===== src/rtl/traffic_conflict_monitor.sv =====
// traffic_conflict_monitor
// Independent watchdog on the signal heads driven by a traffic_light controller.
// Every clock it samples both vehicle heads and both pedestrian heads. It flags
// conflicting greens, encodings that are not one-hot, illegal vehicle sequences,
// yellows that are too short, and a controller that has stopped changing.
// The first fault is latched and flash_en asks the cabinet for all-red flash.
//
// Stall counting: the counter holds the number of consecutive samples that show
// identical heads, counting the first one. A head change, or the first sample
// after reset or clear, restarts it at 1. The stall fault fires on the sample
// where the count reaches MAX_STALL.

module traffic_conflict_monitor #(
  parameter int MIN_YELLOW  = 3,
  parameter int CONF_FILTER = 2,
  parameter int MAX_STALL   = 64
) (
  input  logic       clk,
  input  logic       rst,
  input  logic [2:0] ns,
  input  logic [2:0] ew,
  input  logic [2:0] p_ns,
  input  logic [2:0] p_ew,
  input  logic       clr_fault,
  output logic       fault,
  output logic [2:0] fault_code,
  output logic       flash_en,
  output logic [7:0] fault_cnt
);

  localparam logic [2:0] RED = 3'b100;
  localparam logic [2:0] YEL = 3'b010;
  localparam logic [2:0] GRN = 3'b001;

  localparam int CW = $clog2(CONF_FILTER + 1);
  localparam int YW = $clog2(MIN_YELLOW + 1);
  localparam int SW = $clog2(MAX_STALL + 1);

  localparam logic [CW-1:0] CONF_MAX  = CW'(CONF_FILTER);
  localparam logic [YW-1:0] Y_MAX     = YW'(MIN_YELLOW);
  localparam logic [SW-1:0] STALL_MAX = SW'(MAX_STALL);

  localparam logic [2:0] C_NONE  = 3'd0;
  localparam logic [2:0] C_VCONF = 3'd1;
  localparam logic [2:0] C_PCONF = 3'd2;
  localparam logic [2:0] C_ENC   = 3'd3;
  localparam logic [2:0] C_TRANS = 3'd4;
  localparam logic [2:0] C_SHORT = 3'd5;
  localparam logic [2:0] C_STALL = 3'd6;

  // A vehicle head may only stay put or advance G->Y, Y->R or R->G.
  function automatic logic legal_step(input logic [2:0] prev, input logic [2:0] cur);
    return (prev == cur) ||
           (prev == GRN && cur == YEL) ||
           (prev == YEL && cur == RED) ||
           (prev == RED && cur == GRN);
  endfunction

  logic [2:0]    ns_q, ew_q, p_ns_q, p_ew_q;
  logic          prev_valid;
  logic [CW-1:0] vcnt, pcnt, vcnt_nxt, pcnt_nxt;
  logic [YW-1:0] ns_y, ew_y, ns_y_nxt, ew_y_nxt;
  logic [SW-1:0] stall, stall_nxt;

  logic       vconf, pconf, badenc, illegal, short_y, changed;
  logic       vconf_hit, pconf_hit, stall_hit, clr_ok;
  logic [2:0] code_nxt;

  assign flash_en = fault;

  // Classify the current sample and work out the next value of every counter.
  always_comb begin
    vconf   = (ns != RED) && (ew != RED);
    pconf   = (p_ns[0] && (ew != RED)) || (p_ew[0] && (ns != RED));
    badenc  = !$onehot(ns) || !$onehot(ew) || !$onehot(p_ns) || !$onehot(p_ew);
    changed = {ns, ew, p_ns, p_ew} != {ns_q, ew_q, p_ns_q, p_ew_q};

    vcnt_nxt = '0;
    if (vconf) vcnt_nxt = (vcnt == CONF_MAX) ? vcnt : vcnt + CW'(1);
    pcnt_nxt = '0;
    if (pconf) pcnt_nxt = (pcnt == CONF_MAX) ? pcnt : pcnt + CW'(1);

    ns_y_nxt = '0;
    if (ns == YEL) ns_y_nxt = (ns_y == Y_MAX) ? ns_y : ns_y + YW'(1);
    ew_y_nxt = '0;
    if (ew == YEL) ew_y_nxt = (ew_y == Y_MAX) ? ew_y : ew_y + YW'(1);

    stall_nxt = SW'(1);
    if (prev_valid && !changed)
      stall_nxt = (stall == STALL_MAX) ? stall : stall + SW'(1);

    illegal = prev_valid && (!legal_step(ns_q, ns) || !legal_step(ew_q, ew));
    short_y = prev_valid &&
              (((ns_q == YEL) && (ns == RED) && (ns_y < Y_MAX)) ||
               ((ew_q == YEL) && (ew == RED) && (ew_y < Y_MAX)));

    vconf_hit = vconf && (vcnt_nxt == CONF_MAX);
    pconf_hit = pconf && (pcnt_nxt == CONF_MAX);
    stall_hit = (stall_nxt == STALL_MAX);

    code_nxt = C_NONE;
    if (vconf_hit)      code_nxt = C_VCONF;
    else if (pconf_hit) code_nxt = C_PCONF;
    else if (badenc)    code_nxt = C_ENC;
    else if (illegal)   code_nxt = C_TRANS;
    else if (short_y)   code_nxt = C_SHORT;
    else if (stall_hit) code_nxt = C_STALL;

    clr_ok = fault && clr_fault && !(vconf || pconf || badenc);
  end

  // Register the sampled heads and counters, latch the first fault, handle clear.
  always_ff @(posedge clk) begin
    if (!rst) begin
      fault      <= 1'b0;
      fault_code <= C_NONE;
      fault_cnt  <= 8'd0;
      prev_valid <= 1'b0;
      vcnt       <= '0;
      pcnt       <= '0;
      ns_y       <= '0;
      ew_y       <= '0;
      stall      <= '0;
      ns_q       <= '0;
      ew_q       <= '0;
      p_ns_q     <= '0;
      p_ew_q     <= '0;
    end else begin
      ns_q   <= ns;
      ew_q   <= ew;
      p_ns_q <= p_ns;
      p_ew_q <= p_ew;
      if (clr_ok) begin
        fault      <= 1'b0;
        fault_code <= C_NONE;
        prev_valid <= 1'b0;
        vcnt       <= '0;
        pcnt       <= '0;
        ns_y       <= '0;
        ew_y       <= '0;
        stall      <= '0;
      end else begin
        prev_valid <= 1'b1;
        vcnt       <= vcnt_nxt;
        pcnt       <= pcnt_nxt;
        ns_y       <= ns_y_nxt;
        ew_y       <= ew_y_nxt;
        stall      <= stall_nxt;
        if (!fault && (code_nxt != C_NONE)) begin
          fault      <= 1'b1;
          fault_code <= code_nxt;
          if (fault_cnt != 8'd255) fault_cnt <= fault_cnt + 8'd1;
        end
      end
    end
  end

endmodule


===== config.mk =====
export PLATFORM = sky130hd
export DESIGN_NAME = traffic_conflict_monitor
export DESIGN_NICKNAME = d
export VERILOG_FILES = /design/src/rtl/traffic_conflict_monitor.sv
export SDC_FILE = /design/constraint.sdc
export NUM_CORES = 1
export LEC_CHECK = 0
export ABC_AREA = 1
export CAP_MARGIN = 5
export CELL_PAD_IN_SITES_DETAIL_PLACEMENT = 2
export CELL_PAD_IN_SITES_GLOBAL_PLACEMENT = 2
export CORE_UTILIZATION = 31
export CTS_CLUSTER_SIZE = 28
export DETAILED_ROUTE_END_ITERATION = 8
export GPL_ROUTABILITY_DRIVEN = 0
export PLACE_DENSITY_LB_ADDON = 0.1
export SLEW_MARGIN = 20
export SYNTH_ARGS = -nofsm -noshare
export SYNTH_HDL_FRONTEND = slang
export SYNTH_SLANG_ARGS = --single-unit

===== constraint.sdc =====
create_clock -name clk -period 2.44 [get_ports clk]
set_input_delay 0.244 -clock clk [delete_from_list [all_inputs] [get_ports clk]]
set_output_delay 0.244 -clock clk [all_outputs]
set_load 0.005 [all_outputs]

==> out/qor_table.md, run 1 <==
| Quantity | Reported |
|---|---|
| Maximum level of the CTS H-tree | 2 |
| Max Freq | 0.418 GHz |
| Maximum number of pins on one net before global-route repair | 14 |
| Max Transition Viols Final | 0 |
| Remaining Overflow, GRT | 0 |
| Average vias per placed instance | 4.61 |
| Synthesized netlist cell count | 339 |
| Post-Layout Inst Area | 3190 um2 |
| Cell area after synthesis | 2310 um2 |
| Share of post-route cells with drive strength above 1 | 21.3% |
| Ranking of synthesized cells by area | sky130_fd_sc_hd__dfxtp_1 35%, sky130_fd_sc_hd__nand2_1 16%, sky130_fd_sc_hd__inv_1 9.0% |
| Worst setup path category | input pin to flip-flop |
| Beginning of the worst hold path | p_ew[0] |
| Maximum net fanout on the critical path | 4 |
| Average footprint of a synthesized cell | 6.80 um2 |
| Class of the worst hold path | input pin to flip-flop |
| Clk_lat worst skew | 0.29 ns |
| Most congested layer reported by global routing | met2 |
| Core footprint | 7210 um2 |
| Initial antenna violation count | 0 |
| Synth-to-Final Area Change | 38.3% |
| DR DRC count | 0 |
| Count of boundary I/O pins | 28 |
| Router iterations before antenna repair | 4 |
| Met3 Use GR | 3.17% |
| Initial Utilization | 32.0% |
| Areal power density over the cells | 509 nW/um2 |
| Area leader, netlist | sky130_fd_sc_hd__dfxtp_1 |
| Slew HR | 67.8% |
| Met1 Use GR | 20.7% |
| Post-synthesis sequential area ratio | 34.7% |
| Post-detail-place hpwl | 5390 um |
| Reg2Reg Depth | 16 |
| Worst Setup End Kind | flip-flop |
| Number of max-cap violations | 0 |
| Worst voltage drop across the vdd grid | 0.204 mV |
| Count of yosys warnings during synthesis | 0 |
| Global-route usage over all layers | 18.5% |
| Number of cells traversed by the worst hold path | 4 |
| Clock Tree Root | sky130_fd_sc_hd__clkbuf_8 |
| PnR worst setup slack | 0.0455 ns |
| Final routed wirelength across all metal layers | 7330 um |
| Vias | 2344 |
| Placement row count | 31 |
| Setup TNS | 0 ns |
| Number of sinks handled by clock tree synthesis | 40 |
| RR Endpoint | fault_cnt[4]$_SDFFE_PN0P_ |
| Minimum setup slack after placement | -0.306 ns |
| Global-route wire length before repair | 11100 um |
| Setup slack of the most critical reg-to-reg path | 0.18 ns |
| Total cell area at the placement stage | 2920 um2 |
| Detailed router's first-iteration violation count | 42 |
| Net total in the final layout | 435 |
| Remaining antenna violation count after routing | 0 |
| CTS Buf Count | 5 |
| Outcome | completed |
| Final hold violation count | 0 |
| Vert. Die Dim | 88.2 um |
| WHS Endpoint | p_ew_q[0]$_SDFF_PN0_ |
| #FFs+latches synth | 40 |
| Final critical delay including setup and external delays | 2.39 ns |
| Number of global-route vias before repair | 2486 |
| Clock slew at reported path FFs | 0.08 ns |
| Top cell type's share of synthesized area | 34.7% |
| Max clock buf depth | 2 |
| Number of library cell types mapped by synthesis | 30 |
| Clock tree from TritonCTS | done |
| Met2 track demand over resource | 35.7% |
| Transition at the pin with the smallest max-transition slack | 0.481 ns |
| Static leakage | 1.58 nW |
| Detail-routed net length per standard cell | 14.4 um |
| # diodes | 0 |
| FILL cells | 878 |
| Die span in x | 88.2 um |
| Crit Reg-Reg Startpoint | stall[0]$_SDFF_PP0_ |
| Arrival time worst endpoint | 2.61 ns |
| Total die area | 7790 um2 |
| Ratio of final minimum period to clock period | 98.1% |
| Category of the worst setup path launch point | input pin |
| Synthesized net count | 365 |
| Final setup skew | 0.00477 ns |
| Input/output buffers | 27 |
| Worst endpoint required time | 2.66 ns |
| Endpoints failing setup | 0 |
==> power breakdown <==
part | total (mW) | internal, mW | switching (mW)
logic | 0.284 | 0.128 | 0.156
registers | 0.698 | 0.680 | 0.0187
clock network | 0.641 | 0.403 | 0.238
==> state kept, by name, summed over array words and instances (netlist names), 3 cells and up <==
| signal | cells |
|---|---|
| p_ns_q | 3 |
| ns_q | 3 |
| stall | 7 |
| fault_code | 3 |
| fault_cnt | 8 |
| p_ew_q | 3 |
| ew_q | 3 |
==> per-stage QoR <==
| stage | power [mW] | cells | utilization, % | hold slack (ns) |
|---|---|---|---|---|
| final | 1.62 | 508 | 44.2 | 0.300 |
| after CTS | 1.64 | 500 | 42.3 | 0.485 |
| after global placement | 0.964 | 493 | 40.4 | 0.447 |
| after detailed placement | 0.978 | 493 | 40.4 | 0.472 |
| after global routing | 1.71 | 508 | 44.2 | 0.318 |
| after floorplan | 0.846 | 339 | - | 0.337 |
==> cells by family (layout without fill, tap and decap cells) <==
family | Yosys count | count (layout) | synth area share [%]
simple gates | 190 | 191 | 37.5
buf+inv | 68 | 137 | 11.2
flops | 40 | 40 | 34.7
compound gates | 17 | 17 | 4.29
xor+xnor | 13 | 13 | 4.94
fa+ha+maj | 11 | 11 | 7.27
==> critical path, stage by stage <==
cell and delay [ns]:
sky130_fd_sc_hd__clkdlybuf4s50_1 0.48, sky130_fd_sc_hd__inv_1 0.08, sky130_fd_sc_hd__fa_2 0.50, sky130_fd_sc_hd__nor4_4 0.33, sky130_fd_sc_hd__nand2_1 0.10, sky130_fd_sc_hd__nand2_1 0.10
sky130_fd_sc_hd__nand2_2 0.08, sky130_fd_sc_hd__nor2_4 0.14, sky130_fd_sc_hd__nand2_4 0.08, sky130_fd_sc_hd__buf_12 0.13, sky130_fd_sc_hd__nand3_2 0.10, sky130_fd_sc_hd__nand2_1 0.09
sky130_fd_sc_hd__a21oi_1 0.15
==> metal layers <==
metal  vias up  routed length, um
met5         -                  0
met2        24               4050
met1      1132               3000
li1       1177                  -
met4         0                158
met3        11                118
==> area by class of cell <==
| cell class | instances | area, um2 | share of cell area [%] |
|---|---|---|---|
| repair buffers | 65 | 591 | 18.5 |
| clock inverters | 2 | 60.1 | 1.88 |
| clock buffers | 5 | 68.8 | 2.16 |
| inverters | 65 | 244 | 7.65 |
| well taps | 99 | 124 | 3.88 |
| multi-input cells | 232 | 1300 | 40.8 |
| flip-flops and latches | 40 | 801 | 25.1 |
==> cell usage after synthesis <==
library cell / number
sky130_fd_sc_hd__nand2_2: 5
sky130_fd_sc_hd__nor2_4: 1
sky130_fd_sc_hd__fa_1: 4
sky130_fd_sc_hd__nor2_2: 3
sky130_fd_sc_hd__nor3_1: 6
sky130_fd_sc_hd__clkinv_1: 2
sky130_fd_sc_hd__a21boi_2: 1
sky130_fd_sc_hd__nand4_1: 10
sky130_fd_sc_hd__ha_1: 7
sky130_fd_sc_hd__nor4b_1: 1
sky130_fd_sc_hd__xor2_1: 11
sky130_fd_sc_hd__buf_4: 1
sky130_fd_sc_hd__o22ai_2: 1
sky130_fd_sc_hd__or2_1: 1
sky130_fd_sc_hd__nor4_1: 2
sky130_fd_sc_hd__nor3_2: 3
sky130_fd_sc_hd__dfxtp_1: 40
sky130_fd_sc_hd__nor2_1: 40
sky130_fd_sc_hd__inv_2: 8
sky130_fd_sc_hd__inv_1: 55
sky130_fd_sc_hd__xnor2_1: 2
sky130_fd_sc_hd__o21ai_0: 1
sky130_fd_sc_hd__nand3_4: 1
sky130_fd_sc_hd__nand3b_1: 1
sky130_fd_sc_hd__nand2_4: 1
sky130_fd_sc_hd__clkbuf_1: 2
sky130_fd_sc_hd__nand3_2: 3
sky130_fd_sc_hd__a21oi_1: 14
sky130_fd_sc_hd__nand2_1: 98
sky130_fd_sc_hd__nand3_1: 14
==> how the worst max path moves through the flow <==
| stage | start | end | slack (ns) | cells after the start |
|---|---|---|---|---|
| 2_1_floorplan | p_ew[0] | fault_cnt[0]$_SDFFE_PN0P_ | 0.52 | 14 |
| 3_3_place_gp | p_ew[0] | fault_cnt[0]$_SDFFE_PN0P_ | -0.19 | 15 |
| 3_5_place_dp | ns[0] | fault_cnt[2]$_SDFFE_PN0P_ | -0.31 | 14 |
| 4_1_cts | ns[0] | fault_cnt[1]$_SDFFE_PN0P_ | 0.02 | 14 |
| 5_1_grt | p_ns[0] | fault_cnt[4]$_SDFFE_PN0P_ | -0.09 | 13 |
| 6_report | p_ns[1] | fault_cnt[4]$_SDFFE_PN0P_ | 0.05 | 13 |
==> cell usage in the layout (no fill, tap or decap), drive strengths merged <==
cell,n
a21oi,14
dfxtp,40
nor3,9
clkdlybuf4s50,18
clkbuf,5
o22ai,1
a21boi,1
buf,38
nand4,10
nor2,44
xor2,11
o21ai,1
nor4,2
bufinv,2
fa,4
clkinv,1
nand3b,1
ha,7
nand2,104
or2,1
dlymetal6s2s,9
inv,64
xnor2,2
nand3,19
nor4b,1
==> timing repair <==
action,CTS,global route
setup endpoints to repair,3,25
resized for setup,1,26
hold buffers,0,0
pin swaps,0,10
buffers inserted,0,7
cloned,0,1
Note: power is estimated with default switching activity, not from simulation.
==> run 2, diff against run 1 <==
==> constraint.sdc (replaced) <==
create_clock -name clk -period 2.44 [get_ports clk]
set_input_delay 0.732 -clock clk [delete_from_list [all_inputs] [get_ports clk]]
set_output_delay 0.732 -clock clk [all_outputs]
set_load 0.005 [all_outputs]
==> run 2 against run 1 <==
  * The flow now finishes with violations (setup timing)
  * Sequential power is essentially flat
  * Worst hold slack gained 0.17 ns
  * Critical path depth grew 2
  * Sequential share of layout area shrank 0.45 points
  * Global-route usage grew 1.8 points
  * First-iteration DRC count shrank 19%
  * Register-to-register slack is essentially flat
  * Largest cell class unchanged
==> out/qor_table.md, run 2 (synthesis results as in run 1) <==
| Quantity | Reported | Delta |
|---|---|---|
| Outcome | finished, violations left |  |
| Failing checks | setup timing |  |
| Endpoints failing setup | 12 | +12 |
| Detail-routed net length per standard cell | 15.6 um | +8.4% |
| Final setup skew | 0.00979 ns | +0.00502 ns |
| Count of boundary I/O pins | 28 | unchanged |
| Beginning of the worst hold path | fault_code[1]$_SDFFE_PP0P_ |  |
| Worst Setup End Kind | flip-flop |  |
| Initial Utilization | 32.0% | unchanged |
| Router iterations before antenna repair | 4 | unchanged |
| RSZ-0062 raised after global routing | yes |  |
| Cells after DPL | 497 | +0.81% |
| Clock Tree Root | sky130_fd_sc_hd__clkbuf_8 |  |
| Core footprint | 7210 um2 | unchanged |
| Slew HR | 67.2% | -0.63 points |
| Detailed router's first-iteration violation count | 34 | -19% |
| Net total in the final layout | 440 | +1.1% |
| Multi-input combinational cell area | 1370 um2 | +5.5% |
| Fin cells | 513 | +0.98% |
| CTS Buf Count | 5 | unchanged |
| Placement row count | 31 | unchanged |
| Most frequent standard cell in the layout excluding fill and tap cells | sky130_fd_sc_hd__nand2_1 |  |
| Input/output buffers | 27 | unchanged |
| FILL cells | 883 | +0.57% |
| Remaining antenna violation count after routing | 0 | unchanged |
| Number of max-cap violations | 0 | unchanged |
| Crit path from | ns[2] |  |
| Worst setup path category | input pin to flip-flop |  |
| Final critical delay including setup and external delays | 2.57 ns | +0.176 ns |
| Register ranked first by flip-flop count | fault_cnt |  |
| Class of the worst hold path | flip-flop to flip-flop |  |
| Category of the worst setup path launch point | input pin |  |
| PnR worst setup slack | -0.130 ns | -0.176 ns |
| Max Freq | 0.389 GHz | -6.8% |
| Clock slew at reported path FFs | 0.09 ns | about the same |
| Areal power density over the cells | 519 nW/um2 | +2.0% |
| Initial antenna violation count | 0 | unchanged |
| Cell-internal power | 1.23 mW | +1.9% |
| Worst voltage drop across the vdd grid | 0.200 mV | -2.1% |
| Post-detail-place hpwl | 5310 um | -1.3% |
| Ratio of final minimum period to clock period | 105% | +7.2 points |
| Total die area | 7790 um2 | unchanged |
| Number of global-route vias before repair | 2579 | +3.7% |
| Flip-flop count of the largest register after layout | 8 | unchanged |
| Die span in x | 88.2 um | unchanged |
| Switching part of the total power | 26.8% | +1.4 points |
| Global-route usage over all layers | 20.3% | +1.8 points |
| Clock share of power | 39.1% | -0.4 points |
| Max Transition Viols Final | 0 | unchanged |
| Final routed wirelength across all metal layers | 8020 um | +9.5% |
| Static leakage | 1.54 nW | -2.5% |
| Worst endpoint required time | 2.65 ns | about the same |
| # diodes | 0 | unchanged |
| Maximum net fanout on the critical path | 6 | +2 |
| Vias | 2406 | +2.6% |
| Average vias per placed instance | 4.69 | +1.6% |
| Max clock buf depth | 2 | unchanged |
| Setup TNS | -0.602 ns | -0.602 ns |
| Comb pwr share | 19.4% | +1.9 points |
| Register cell area after layout | 801 um2 | unchanged |
| Final hold violation count | 0 | unchanged |
| Share of post-route cells with drive strength above 1 | 30.0% | +8.7 points |
| Maximum level of the CTS H-tree | 2 | unchanged |
| Sequential group share of total power | 41.5% | -1.5 points |
| Clock tree from TritonCTS | done |  |
| Clk_lat worst skew | 0.30 ns | about the same |
| Maximum number of pins on one net before global-route repair | 14 | unchanged |
| Commonest cells after routing, fill and taps aside | 87 x sky130_fd_sc_hd__nand2_1, 45 x sky130_fd_sc_hd__inv_1, 40 x sky130_fd_sc_hd__dfxtp_1, 40 x sky130_fd_sc_hd__buf_4, 36 x sky130_fd_sc_hd__nor2_1 |  |
| Crit Reg-Reg Startpoint | stall[0]$_SDFF_PP0_ |  |
| DR DRC count | 0 | unchanged |
| Number of sinks handled by clock tree synthesis | 40 | unchanged |
| Remaining Overflow, GRT | 0 | unchanged |
| Vert. Die Dim | 88.2 um | unchanged |
| Transition at the pin with the smallest max-transition slack | 0.491 ns | +0.0107 ns |
| Global-route wire length before repair | 12000 um | +8.7% |
| Arrival time worst endpoint | 2.78 ns | +0.17 ns |
| Cts-stage hold buffer count | 0 | unchanged |
| Net Switching | 0.451 mW | +9.4% |
| Synth-to-Final Area Change | 40.8% |  |
| Leading registers by flop count | fault_cnt: 8 flops, stall: 7 flops |  |
-- run 2: final cells by class --
cell class / instances / area share, %
Sequential cell: 40 / 24.7
Multi-Input combinational cell: 233 / 42.3
Tap cell: 99 / 3.82
Clock buffer: 5 / 2.12
Clock inverter: 2 / 1.85
Inverter: 65 / 7.63
Timing Repair Buffer: 69 / 17.6
-- run 2: per-stage QoR --
step / instance area (um2) / setup slack [ns] / power [mW] / hold slack [ns] / util, %
6_report: 3250 / -0.130 / 1.69 / 0.469 / 45.0
4_1_cts: 3160 / -0.0311 / 1.67 / 0.469 / 43.8
3_3_place_gp: 2950 / -0.686 / 0.973 / 0.448 / 40.9
5_1_grt: 3250 / -0.293 / 1.76 / 0.493 / 45.0
3_5_place_dp: 2950 / -0.783 / 0.988 / 0.457 / 40.9
2_1_floorplan: 2310 / 0.0317 / 0.846 / 0.437 / -
-- run 2: metal layers --
| metal | vias to the layer above | track usage, % | wire, um |
|---|---|---|---|
| met5 | - | 0 | 0 |
| met4 | 0 | 6.74 | 188 |
| met3 | 17 | 2.89 | 160 |
| met2 | 29 | 38.6 | 4360 |
| met1 | 1165 | 23.2 | 3320 |
| li1 | 1195 | - | - |
-- run 2: critical path: stages --
cell	delay, ns
sky130_fd_sc_hd__buf_8	0.08
sky130_fd_sc_hd__inv_4	0.03
sky130_fd_sc_hd__fa_1	0.51
sky130_fd_sc_hd__inv_2	0.09
sky130_fd_sc_hd__nand4_1	0.11
sky130_fd_sc_hd__nor4_2	0.31
sky130_fd_sc_hd__nand2_1	0.10
sky130_fd_sc_hd__nand2_1	0.12
sky130_fd_sc_hd__nand2_2	0.09
sky130_fd_sc_hd__nor2_4	0.14
sky130_fd_sc_hd__nand2_4	0.12
sky130_fd_sc_hd__nand3_4	0.13
sky130_fd_sc_hd__nand2_2	0.06
sky130_fd_sc_hd__nand2_1	0.10
sky130_fd_sc_hd__nor2_1	0.05
-- run 2: power groups by stage --
stage                     clock network, mW  logic [mW]  registers (mW)
after detailed placement                  0       0.274           0.714
after CTS                             0.669       0.303           0.698
after global routing                  0.694       0.360           0.702
final                                 0.658       0.327           0.699
after global placement                    0       0.261           0.712
after floorplan                           0       0.137           0.709
-- run 2: path summary, 6_finish.rpt --
kind | endpoint | slack [ns] | depth (start not counted)
setup reg to reg | fault_cnt[0]$_SDFFE_PN0P_ | 0.17 | 16
hold / removal | fault_code[1]$_SDFFE_PP0P_ | 0.47 | 2
hold reg to reg | fault_code[1]$_SDFFE_PP0P_ | 0.47 | 2
setup / recovery | fault_cnt[0]$_SDFFE_PN0P_ | -0.13 | 15
-- run 2: timing repair --
action,4_1_cts,5_1_grt
hold endpoints to repair,0,0
resized for setup,71,22
pin swaps,19,13
endpoints found under the setup margin,27,12
setup buffers,7,0
cloned,2,0
==> run 3, diff against run 2 <==
--- a/config.mk
+++ b/config.mk
@@ -13,7 +13,7 @@
 export CTS_CLUSTER_SIZE = 28
 export DETAILED_ROUTE_END_ITERATION = 8
 export GPL_ROUTABILITY_DRIVEN = 0
-export PLACE_DENSITY_LB_ADDON = 0.1
+export PLACE_DENSITY = 0.89
 export SLEW_MARGIN = 20
 export SYNTH_ARGS = -nofsm -noshare
 export SYNTH_HDL_FRONTEND = slang
==> run 3 against run 2 <==
  * The run still ends with setup timing left
  * Combinational power grew 17%
  * Global-route usage grew 7.3 points
  * Worst hold slack gained 0.030 ns
  * Utilization grew 1.4 points
  * Critical path depth is the same
  * Largest cell class unchanged
  * Largest power group unchanged
  * Highest routed layer unchanged
==> out/qor_table.md, run 3 (synthesis results as in run 1) <==
| Quantity | Reported | Delta |
|---|---|---|
| Outcome | finished, violations left |  |
| Failing checks | setup timing |  |
| Reg2Reg Depth | 13 | -3 |
| Worst setup path category | input pin to flip-flop |  |
| Slew HR | 65.2% | -2.0 points |
| Die span in x | 88.2 um | unchanged |
| Vias | 2616 | +8.7% |
| Max Transition Viols Final | 0 | unchanged |
| CP top delay family | simple AND/OR/NAND/NOR gates |  |
| Router iterations before antenna repair | 4 | unchanged |
| Initial Utilization | 32.0% | unchanged |
| Number of global-route vias before repair | 2883 | +12% |
| Transition at the pin with the smallest max-transition slack | 0.522 ns | +0.0302 ns |
| Number of cells on the critical path | 15 | unchanged |
| Worst voltage drop across the vdd grid | 0.267 mV | +34% |
| Series of cell instances along the critical path | buf_8, inv_6, fa_1, inv_2, buf_4, nand2_4, nor4_4, nand2_1, nand2_2, nand2_4, nor2_4, nand2_4, buf_6, nand4_1, a21oi_2 |  |
| # diodes | 0 | unchanged |
| Share of post-route cells with drive strength above 1 | 32.6% | +2.7 points |
| Remaining Overflow, GRT | 0 | unchanged |
| CTS Buf Count | 5 | unchanged |
| Worst Setup End Kind | flip-flop |  |
| RSZ-0062 raised after global routing | yes |  |
| Average vias per placed instance | 5.07 | +8.1% |
| Endpoints failing setup | 26 | +14 |
| Commonest cells after routing, fill and taps aside | 87 x sky130_fd_sc_hd__nand2_1, 44 x sky130_fd_sc_hd__inv_1, 43 x sky130_fd_sc_hd__buf_4 |  |
| Clock slew at reported path FFs | 0.08 ns | about the same |
| PnR worst setup slack | -0.305 ns | -0.175 ns |
| Static leakage | 1.58 nW | +2.3% |
| Post-detail-place hpwl | 6320 um | +19% |
| Register ranked first by flip-flop count | fault_cnt |  |
| Net total in the final layout | 442 | +0.45% |
| Input/output buffers | 27 | unchanged |
| CP bufs+invs | 5 | +2 |
| Ratio of final minimum period to clock period | 113% | +7.2 points |
| Setup TNS | -4.07 ns | -3.47 ns |
| Class of the worst hold path | flip-flop to flip-flop |  |
| Clk_lat worst skew | 0.32 ns | +0.02 ns |
| Leading registers by flop count | fault_cnt: 8 flops, stall: 7 flops |  |
| Count of boundary I/O pins | 28 | unchanged |
| Minimum setup slack after placement | -0.953 ns | -0.170 ns |
| Critical path's most frequent cell | sky130_fd_sc_hd__nand2_4 |  |
| Vert. Die Dim | 88.2 um | unchanged |
| Maximum level of the CTS H-tree | 2 | unchanged |
| Category of the worst setup path launch point | input pin |  |
| Placement row count | 31 | unchanged |
| Synth-to-Final Area Change | 45.1% |  |
| Clock tree from TritonCTS | done |  |
| Final hold violation count | 0 | unchanged |
| Maximum number of pins on one net before global-route repair | 14 | unchanged |
| Flip-flop count of the largest register after layout | 8 | unchanged |
| Total die area | 7790 um2 | unchanged |
| Clock Tree Root | sky130_fd_sc_hd__clkbuf_8 |  |
| Maximum net fanout on the critical path | 6 | unchanged |
| Number of cells traversed by the worst hold path | 2 | unchanged |
| Remaining antenna violation count after routing | 0 | unchanged |
| Global-route wire length before repair | 15700 um | +31% |
| Final critical delay including setup and external delays | 2.75 ns | +0.175 ns |
| Core footprint | 7210 um2 | unchanged |
| Max Freq | 0.364 GHz | -6.4% |
| Detailed router's first-iteration violation count | 115 | +240% |
| Areal power density over the cells | 517 nW/um2 | -0.44% |
| Largest stage delay on the critical path | 0.52 ns | about the same |
| Worst endpoint required time | 2.64 ns | about the same |
| Number of max-cap violations | 0 | unchanged |
| Number of sinks handled by clock tree synthesis | 40 | unchanged |
| Max clock buf depth | 2 | unchanged |
| Detail-routed net length per standard cell | 22.6 um | +45% |
| DR DRC count | 0 | unchanged |
| Arrival time worst endpoint | 2.95 ns | +0.17 ns |
| Most frequent standard cell in the layout excluding fill and tap cells | sky130_fd_sc_hd__nand2_1 |  |
| Global-route usage over all layers | 27.6% | +7.3 points |
| Cell with the largest stage delay on the worst path | sky130_fd_sc_hd__fa_1 |  |
| Final setup skew | 0.0157 ns | +0.00589 ns |
| Initial antenna violation count | 0 | unchanged |
| Final routed wirelength across all metal layers | 11700 um | +46% |
run 3: changes by cell type in the layout (fill, tap and decap cells not counted), moves of 3 or more:
cell,change
sky130_fd_sc_hd__a21oi_1,-3
sky130_fd_sc_hd__a21oi_2,+3
sky130_fd_sc_hd__buf_4,+3
sky130_fd_sc_hd__nor2_4,+3
run 3: worst min-delay path: stages, from the launching register on:
cell and delay (ns):
sky130_fd_sc_hd__dfxtp_1 0.33, sky130_fd_sc_hd__nand2_1 0.07, sky130_fd_sc_hd__a21oi_1 0.06
run 3: report_power, final:
group          leakage [nW]  internal (mW)  switching, mW  total, mW
clock                0.0645          0.362          0.278      0.640
sequential            0.329          0.680         0.0251      0.705
combinational          1.19          0.157          0.227      0.384
total                  1.58           1.20          0.531       1.73
run 3: layout make-up:
cell class | instances | area (um2)
Fill cell | 875 | 3870
Multi-Input combinational cell | 232 | 1430
Sequential cell | 40 | 801
Timing Repair Buffer | 72 | 611
Inverter | 65 | 254
Tap cell | 99 | 124
Clock buffer | 7 | 96.3
Clock inverter | 1 | 30.0
run 3: what timing repair did:
item,CTS,global route
setup endpoints to repair,27,26
gates cloned,1,0
hold buffers,0,0
pin swaps,18,14
setup buffers,10,5
resized for setup,87,36
run 3: path summary, 6_finish.rpt:
| check | from | to | slack (ns) |
|---|---|---|---|
| setup / recovery | p_ew[2] | fault_cnt[6]$_SDFFE_PN0P_ | -0.31 |
| hold / removal | ns_y[1]$_SDFFE_PP0N_ | ns_y[1]$_SDFFE_PP0N_ | 0.50 |
| setup reg to reg | ns_q[1]$_SDFF_PN0_ | fault_cnt[5]$_SDFFE_PN0P_ | 0.04 |
| hold reg to reg | ns_y[1]$_SDFFE_PP0N_ | ns_y[1]$_SDFFE_PP0N_ | 0.50 |
run 3: per-layer routing:
metal	wire (um)	up-vias	track usage [%]
met5	0	-	0
met4	679	0	12.3
met3	410	52	4.85
met2	5980	80	49.4
met1	4620	1290	32.2
li1	-	1194	-
run 3: through the flow:
step	instances	power [mW]	instance area, um2	hold slack (ns)	util [%]
4_1_cts	511	1.64	3190	0.476	44.2
2_1_floorplan	339	0.846	2310	0.437	-
5_1_grt	516	1.77	3350	0.503	46.4
3_3_place_gp	492	0.966	2910	0.448	40.3
6_report	516	1.73	3350	0.499	46.4
3_5_place_dp	492	0.995	2910	0.464	40.3
